==> src/rtl/fetch_sequencer.sv <==
// Fetch/sequencing companion of the multicycle control FSM: owns the state register and the PC,
// and performs instruction fetch over a req/ack handshake with a bounded wait.
module fetch_sequencer #(
    parameter int unsigned        INSTR_W      = 64,
    parameter int unsigned        ADDR_W       = 64,
    parameter logic [3:0]         FETCH_STATE  = 4'd0,
    parameter logic [3:0]         DECODE_STATE = 4'd1,
    parameter logic [3:0]         ERROR_STATE  = 4'd15,
    parameter logic [ADDR_W-1:0]  RESET_PC     = '0,
    parameter int unsigned        WAIT_LIMIT   = 16
) (
    input  logic               CLOCK,
    input  logic               RESET,
    input  logic [3:0]         NSTATE,
    input  logic               HALT,
    input  logic               PC_LOAD,
    input  logic [ADDR_W-1:0]  PC_TARGET,
    input  logic               IMEM_ACK,
    input  logic [INSTR_W-1:0] IMEM_RDATA,
    output logic [3:0]         STATE,
    output logic [INSTR_W-1:0] INSTRUCTION,
    output logic [ADDR_W-1:0]  PC,
    output logic               IMEM_REQ,
    output logic [ADDR_W-1:0]  IMEM_ADDR,
    output logic               FETCH_ERR,
    output logic [31:0]        INSTR_COUNT
);

    localparam int unsigned CNT_W = $clog2(WAIT_LIMIT + 1);

    logic [3:0]         state_q, state_d;
    logic [INSTR_W-1:0] instr_q, instr_d;
    logic [ADDR_W-1:0]  pc_q, pc_d;
    logic               req_q, req_d;
    logic               err_q, err_d;
    logic [31:0]        count_q, count_d;
    logic [CNT_W-1:0]   wait_q, wait_d;
    logic [CNT_W-1:0]   wait_inc;
    logic               timeout;

    assign wait_inc = wait_q + CNT_W'(1);
    assign timeout  = (wait_inc == CNT_W'(WAIT_LIMIT));

    always_comb begin
        state_d = state_q;
        instr_d = instr_q;
        pc_d    = pc_q;
        req_d   = req_q;
        err_d   = err_q;
        count_d = count_q;
        wait_d  = wait_q;
        if (state_q == FETCH_STATE) begin
            if (req_q) begin
                // An ack takes priority over a timeout landing on the same cycle.
                if (IMEM_ACK) begin
                    instr_d = IMEM_RDATA;
                    pc_d    = pc_q + ADDR_W'(4);
                    count_d = count_q + 32'd1;
                    req_d   = 1'b0;
                    state_d = DECODE_STATE;
                    wait_d  = '0;
                end else begin
                    wait_d = wait_inc;
                    if (timeout) begin
                        req_d   = 1'b0;
                        err_d   = 1'b1;
                        state_d = ERROR_STATE;
                    end
                end
            end else if (!HALT) begin
                req_d = 1'b1;
            end
        end else if (state_q != ERROR_STATE) begin
            state_d = NSTATE;
            req_d   = 1'b0;
            if (PC_LOAD) begin
                pc_d = PC_TARGET;
            end
        end
    end

    always_ff @(posedge CLOCK) begin
        if (RESET) begin
            state_q <= FETCH_STATE;
            instr_q <= '0;
            pc_q    <= RESET_PC;
            req_q   <= 1'b0;
            err_q   <= 1'b0;
            count_q <= '0;
            wait_q  <= '0;
        end else begin
            state_q <= state_d;
            instr_q <= instr_d;
            pc_q    <= pc_d;
            req_q   <= req_d;
            err_q   <= err_d;
            count_q <= count_d;
            wait_q  <= wait_d;
        end
    end

    assign STATE       = state_q;
    assign INSTRUCTION = instr_q;
    assign PC          = pc_q;
    assign IMEM_REQ    = req_q;
    assign IMEM_ADDR   = pc_q;
    assign FETCH_ERR   = err_q;
    assign INSTR_COUNT = count_q;

endmodule

==> config.mk <==
export PLATFORM = sky130hd
export DESIGN_NAME = fetch_sequencer
export DESIGN_NICKNAME = d
export VERILOG_FILES = /design/src/rtl/fetch_sequencer.sv
export SDC_FILE = /design/constraint.sdc
export NUM_CORES = 1
export LEC_CHECK = 0
export ABC_AREA = 1
export ABC_CLOCK_PERIOD_IN_PS = 5100
export BUFFER_PORTS_ARGS = -buffer_cell sky130_fd_sc_hd__buf_2
export CAP_MARGIN = 5
export CELL_PAD_IN_SITES_DETAIL_PLACEMENT = 1
export CELL_PAD_IN_SITES_GLOBAL_PLACEMENT = 2
export CORE_MARGIN = 2
export CORE_UTILIZATION = 27
export DETAILED_ROUTE_END_ITERATION = 7
export PLACE_DENSITY_LB_ADDON = 0.1
export SETUP_SLACK_MARGIN = 0.05
export SYNTH_ARGS = -nofsm -noshare
export SYNTH_HDL_FRONTEND = slang
export SYNTH_SLANG_ARGS = --single-unit
==> constraint.sdc <==
create_clock -name CLOCK -period 5.1 [get_ports CLOCK]
set_clock_uncertainty 0.15 [all_clocks]
set_input_delay 1.02 -clock CLOCK [delete_from_list [all_inputs] [get_ports CLOCK]]
set_output_delay 1.02 -clock CLOCK [all_outputs]
set_load 0.01 [all_outputs]
# After elaboration in Yosys (flattened, before gate mapping)

Index checks and enable logic that the tools add are counted.

$lt $le $gt $ge: 0
Reductions and logical operators: 8
Multipliers: 0
Shift-type cells: 0
Bitwise gates (word level): 1
Equality and inequality tests: 5
Divide/modulo/power cells: 0
Add/sub/neg operators: 3
Muxes and demuxes: 17

Operators with widths:

| cell                                                            | count |
|---|---|
| 64-bit 2-to-1 mux                                               | 5 |
| 64-bit by 3-bit adder with 64-bit output, second input constant | 1 |
| 32-bit by 1-bit adder with 32-bit output, second input constant | 1 |
| 4-bit 2-to-1 mux                                                | 5 |
| 4-bit AND reduction                                             | 2 |
| 1-bit 2-to-1 mux                                                | 6 |
| 3-bit AND reduction                                             | 2 |
| 5-bit by 1-bit adder with 5-bit output, second input constant   | 1 |
| 5-bit == test, second input constant                            | 1 |
| 5-bit 2-to-1 mux                                                | 1 |
| 4-bit logical NOT                                               | 1 |
| 2-bit inequality test, second input constant                    | 2 |
| 4-bit inequality test, second input constant                    | 1 |
| 2-bit nonzero test                                              | 2 |
| 3-bit inequality test, second input constant                    | 1 |
| 2-bit AND reduction                                             | 1 |
| 1-bit inverter                                                  | 1 |

Logic and storage cells: 41
Output and inout bits: 230
Flip-flop bits (word level): 171
Bits in latches: 0
RAM bits: 0
Input bits: 137
ROM bits: 0
Memories: 0

# Logic depth before layout (Yosys ltp)

Gate-level depths: netlist (run 1).

Depth after elaboration: 6
Gate-level depth with buffers: 13
Gate-level depth less buffers: 12

# Worst setup path before layout (run 1)

Ideal clock, no wire load.

Path kind: in2reg
From: input RESET
To: register instr_q[0] (netlist: INSTRUCTION[0])
Path slack: 3005 ps
Required time: 4818 ps
Library setup time: 132 ps
Buffers on the path: 3
Cell stages on the path: 4
Arrival: 1812 ps
Cell sequence: clkbuf_1 > clkbuf_1 > clkbuf_1 > a21oi_1

RTL lines:

| element              | line | text |
|---|---|---|
| from (decl)          | 13   | `input logic RESET,` |
| to (signal assigned) | 93   | `instr_q <= instr_d;` |
| to (decl)            | 32   | `logic [INSTR_W-1:0] instr_q, instr_d;` |

No word-level cell between the ends.

# Final worst setup path (run 1)

From: register state_q[3] (netlist: STATE[3])
To: register pc_q[21] (netlist: IMEM_ADDR[21])

Longest elaborated chain between the ends: 3
Elaborated cells on any way between the ends: 8

Ends and longest elaborated chain:

| element                                                               | line   | text |
|---|---|---|
| from (decl)                                                           | 31     | `logic [3:0] state_q, state_d;` |
| from (signal assigned)                                                | 92     | `state_q <= state_d;` |
| 4-bit logical NOT or 4-bit inequality test (tied branches)            | 52, 73 |  |
| 2-bit inequality test (no line) or 2-bit nonzero test (tied branches) | --     |  |
| 4-bit AND reduction (no line)                                         | --     |  |
| to (signal assigned)                                                  | 94     | `pc_q <= pc_d;` |
| to (decl)                                                             | 33     | `logic [ADDR_W-1:0] pc_q, pc_d;` |

Parallel ways exist; a longest one is shown, timed or not.
A chain may end at the register's enable or synchronous reset.

==> results.cfg, run 1 <==
[yosys]
synth_cells = 1663
syn_area_um2 = 10300
synth_warnings = 0
synth_seq_cells = 171
synth_seq_area_share_pct = 33.2
syn-mean-instance-area_um2 = 6.21
ys_types = 41
synthesis.nets = 1803

[global_routing]
track_usage_pct = 21.1
grt_pass1_vias = 11500
grt_pass1_wl_um = 64300
grt.overflow.total = 0
antenna_found_initial = 5
grt_start_max_net_pins = 64

[setup_path]
crit_type = flop to flop
worstPathArrival_ns = 3.36
required_ns = 5.31
crit_fanout = 55
cp-end-kind = flop
start_kind = flop

[clock_network]
cts_tree = done
ctsHoldBuffers = 0
cts_buffer_depth = 2
numClockSinks = 171
clk_pin_slew_ns = 0.07
cts_setup_buffers = 0
cts.repair.resized = 0
cts_buffers = 17
cts_max_level = 4
cts_root_buf = clkbuf_16
clock_latency_ns = 0.45

[finish]
fin_area_um2 = 12700
final_nets = 2068
post-route-util_pct = 33.7
syn_to_final_growth_pct = 22.9
final.fill_count = 5016
finalNonFillerCells = 2454
layout-drive-gt1-share_pct = 23.5

[drt]
firstDrtPassIters = 4
drt_iter0_markers = 362
totalWireLength_um = 42400
wl_per_cell_um = 17.3
route.detailed.drc = 0
vias = 11400
vias_per_cell = 4.63
ant_nets = 0

[placed_design]
post_dp_cell_area_um2 = 12000
dp_slack_ns = 1.89
dp_cells = 2420
place.gp.congestion = 0.861
port_buffers = 366
post-dp-hpwl_um = 33500

[sta]
setup_viol = 0
hold_violations = 0
layout_min_cycle_time_ns = 3.15
period_share_pct = 61.7
setup_ws_ns = 1.95
rsz0062_at_grt = no
tightest_slew_ns = 1.01
setup_tns_ns = 0
slew_headroom_pct = 32.4
fmax_mhz = 318
report.final.slew_viol_count = 0

[die]
die_w_um = 200
pin_count = 367
rows = 71
chipHeight_um = 200
core-area_um2 = 37700
dieArea_um2 = 39800
initial_utilization_pct = 27.4

[status]
outcome = finished clean

[pwr]
irDropWorstVdd_mv = 0.365
power.leakage_nw = 5.58
power.density_nw_per_um2 = 504

[worst_hold_path]
hold_path.class = flop to flop

[flow_run]
drv_cap = 0
path summary, 6_finish.rpt:
check	startpoint	end	slack (ns)	depth (start not counted)
setup / recovery	STATE[3]	IMEM_ADDR[21]	1.95	11
hold / removal	INSTRUCTION[28]	INSTRUCTION[28]	0.31	2
setup reg to reg	STATE[3]	IMEM_ADDR[21]	1.95	11
hold reg to reg	INSTRUCTION[28]	INSTRUCTION[28]	0.31	2
worst max-delay path, cell delays in order (launching register included):
cell and delay, ns:
dfxtp_1 0.34, nor2_2 0.15, nand2_4 0.24, clkinv_2 0.14, buf_4 0.50, buf_4 0.61, nand4_2 0.23, nor2_2 0.21
nand2_1 0.10, o21ai_1 0.13, nand2_1 0.07, a21oi_1 0.18
registers in the layout, indices dropped and copies added (netlist names):
name         cells
IMEM_ADDR       64
STATE            4
INSTRUCTION     64
FETCH_ERR        1
INSTR_COUNT     32
wait_q           5
IMEM_REQ         1
layout by cell type, fill, tap and decap left out, types with 3 or more instances in the layout:
master / Yosys / routed
a211oi_1: 4 / 4
a21oi_1: 161 / 161
buf_2: 9 / 365
buf_4: 82 / 9
bufinv_16: 0 / 4
clkbuf_16: 0 / 17
clkinv_2: 0 / 3
dfxtp_1: 171 / 171
ha_1: 3 / 3
inv_1: 123 / 123
inv_2: 5 / 4
inv_6: 0 / 5
nand2_1: 536 / 536
nand2_2: 11 / 11
nand3_1: 92 / 92
nand3b_1: 4 / 4
nand4_1: 22 / 22
nor2_1: 253 / 253
nor2_2: 16 / 16
nor2_4: 7 / 7
nor3_1: 18 / 18
nor3_2: 3 / 3
o211ai_1: 6 / 6
o21ai_0: 30 / 30
o21ai_1: 14 / 14
xnor2_1: 10 / 10
xor2_1: 25 / 25
where the power goes:
part / switching, mW / internal (mW)
logic: 1.91 / 0.963
registers: 0.454 / 1.59
clock network: 0.621 / 0.855
cell type report:
type | instances | area (um2) | share of cell area, %
Antenna cell | 2 | 5.00 | 0.0394
Clock buffer | 20 | 457 | 3.60
Clock inverter | 12 | 183 | 1.44
Inverter | 128 | 482 | 3.80
Multi-Input combinational cell | 1236 | 5610 | 44.2
Sequential cell | 171 | 3420 | 27.0
Tap cell | 511 | 639 | 5.04
Timing Repair Buffer | 374 | 1890 | 14.9
synthesized netlist by cell type, drive strengths merged:
master   count  area (um2)
nand4       23         150
and2         2        12.5
o31ai        1        7.51
o211ai       6        45.0
a2bb2oi      1        8.76
buf         95         698
o21ai       46         238
nor4         1        6.26
ha           3        37.5
nand3b       4        30.0
clkbuf      33         124
xnor2       10        87.6
inv        128         480
o21bai       2        18.8
nor3b        1        7.51
o22ai        1        6.26
o21a         2        15.0
nand3       93         470
a31oi        2        12.5
nor3        21         120
a211oi       4        30.0
xor2        25         219
dfxtp      171        3420
nand2      549        2100
nor2       278        1170
a21oi      161         806
metal layers:
metal  up-vias  track usage (%)  share of wire, %
met1      5350             24.9                42
li1       5732                -                 -
met5         -                0             0.083
met4         6             6.20               2.2
met2       241             37.9                50
met3        45             4.84               5.7
per-stage QoR:
| stage | power [mW] | hold slack [ns] |
|---|---|---|
| floorplan | 4.23 | 0.306 |
| global placement | 4.96 | 0.299 |
| detailed placement | 5.01 | 0.303 |
| CTS | 6.52 | 0.315 |
| global route | 6.95 | 0.337 |
| finish | 6.40 | 0.313 |
logic make-up after synthesis:
| logic type | synth area share, % |
|---|---|
| AOI/OAI and AO/OA | 11.5 |
| adders and majority gates | 0.364 |
| xor gates and xnor gates | 2.97 |
| DFF | 33.2 |
| and+or+nand+nor | 39.4 |
| buffers and inverters | 12.6 |
(Power assumes the default switching activity.)
==> run 2: changes to the inputs <==
Settings changed: ABC_CLOCK_PERIOD_IN_PS 5100 to 3000, CORE_UTILIZATION 27 to 25.
Clock period 5.1 ns to 3 ns, I/O delays scaled along.
==> results.cfg, run 2 (synthesized netlist as in run 1, its figures left out) <==
[status]
outcome = finished clean

[clock_network]
cts.repair.resized = 0
cts_max_level = 4
clk_pin_slew_ns = 0.07
numClockSinks = 171
cts_buffers = 17
ctsHoldBuffers = 0
cts_buffer_depth = 2
cts_tree = done
cts_root_buf = clkbuf_16
cts_setup_buffers = 0
clock_latency_ns = 0.46

[finish]
syn_to_final_growth_pct = 23.8
layout_commonest_cell = nand2_1
layout-drive-gt1-share_pct = 24.0
mostFrequentLayoutCells = 536 x nand2_1, 365 x buf_2, 253 x nor2_1, 171 x dfxtp_1, 161 x a21oi_1
fin_area_um2 = 12800
final_nets = 2083
post-route-util_pct = 31.3

[global_routing]
grt.overflow.total = 0
track_usage_pct = 21.1
grt_pass1_vias = 12000
antenna_found_initial = 3
grt_pass1_wl_um = 71400
grt_start_max_net_pins = 150

[setup_path]
cp-end-kind = flop
cpPeakStageDelay_ns = 0.58
slowest_stage = buf_4
start_kind = flop
crit_fanout = 57
critPathTopFamily = buffers and inverters
required_ns = 3.22
crit_buf_inv = 3
crit_type = flop to flop
rr_worst_depth = 9
path_depth = 9
worstPathArrival_ns = 2.86
crit_chain = nor2_2, nand2_4, buf_4, clkinv_2, buf_4, nor2_1, nor2_1, nand2_1, a21oi_1

[sta]
period_share_pct = 88.0
tightest_slew_ns = 0.797
layout_min_cycle_time_ns = 2.64
report.final.slew_viol_count = 0
setup_tns_ns = 0
fmax_mhz = 379
hold_violations = 0
hold_ws_ns = 0.230
slew_headroom_pct = 46.8
rsz0062_at_grt = no
setup_viol = 0

[die]
pin_count = 367
chipHeight_um = 207
initial_utilization_pct = 25.3
core-area_um2 = 40800
die_w_um = 207
dieArea_um2 = 42900
rows = 74

[drt]
vias_per_cell = 4.62
ant_nets = 0
totalWireLength_um = 45600
route.detailed.drc = 0
vias = 11500
drt_iter0_markers = 532
firstDrtPassIters = 4
wl_per_cell_um = 18.3

[placed_design]
place.gp.congestion = 0.825
port_buffers = 366
post-dp-hpwl_um = 36000
post_dp_cell_area_um2 = 12200

[worst_hold_path]
min_path_cells = 3
hold_path.class = primary input to flop

[pwr]
power.density_nw_per_um2 = 843
power.leakage_nw = 5.62
irDropWorstVdd_mv = 0.481

[flow_run]
drv_cap = 0
run 2: power breakdown:
part | internal [mW] | leakage (nW) | total, mW | switching [mW]
logic | 1.79 | 3.97 | 5.16 | 3.36
registers | 2.70 | 1.39 | 3.41 | 0.711
clock network | 1.15 | 0.266 | 2.21 | 1.06
total | 5.65 | 5.62 | 10.8 | 5.14
run 2: final timing paths:
check | startpoint | slack, ns | end
worst max-delay path | STATE[3] | 0.36 | IMEM_ADDR[61]
worst min-delay path | IMEM_RDATA[0] | 0.23 | INSTRUCTION[0]
worst max register to register | STATE[3] | 0.36 | IMEM_ADDR[61]
worst min register to register | INSTRUCTION[53] | 0.31 | INSTRUCTION[53]
run 2: worst min-delay path, cell delays in order:
cell and delay (ns):
buf_2 0.09, nand2_1 0.05, a21oi_1 0.05
run 2: routing by layer:
| metal | vias to the layer above | global-route usage, % | part of all wire (%) |
|---|---|---|---|
| li1 | 5767 | - | - |
| met1 | 5445 | 25.6 | 43 |
| met2 | 253 | 37.7 | 50 |
| met3 | 29 | 4.75 | 5.1 |
| met4 | 2 | 5.49 | 1.7 |
| met5 | - | 0 | 0.029 |
run 2: layout make-up:
| cell class | instances | area (um2) |
|---|---|---|
| inverter | 128 | 482 |
| tap | 532 | 666 |
| antenna | 2 | 5.00 |
| clock buffer | 18 | 429 |
| multi-input combinational | 1236 | 5610 |
| clock inverter | 12 | 118 |
| timing repair buffer | 389 | 2060 |
| sequential | 171 | 3420 |
| fill | 5322 | 28000 |
run 2: per-stage QoR:
stage / std cells / power, mW / setup slack, ns
after floorplan: 1663 / 7.18 / 1.07
after global placement: 2456 / 8.65 / 0.361
after detailed placement: 2456 / 8.75 / 0.325
after CTS: 2486 / 11.0 / 0.306
after global routing: 2486 / 11.7 / 0.137
final: 2488 / 10.8 / 0.361
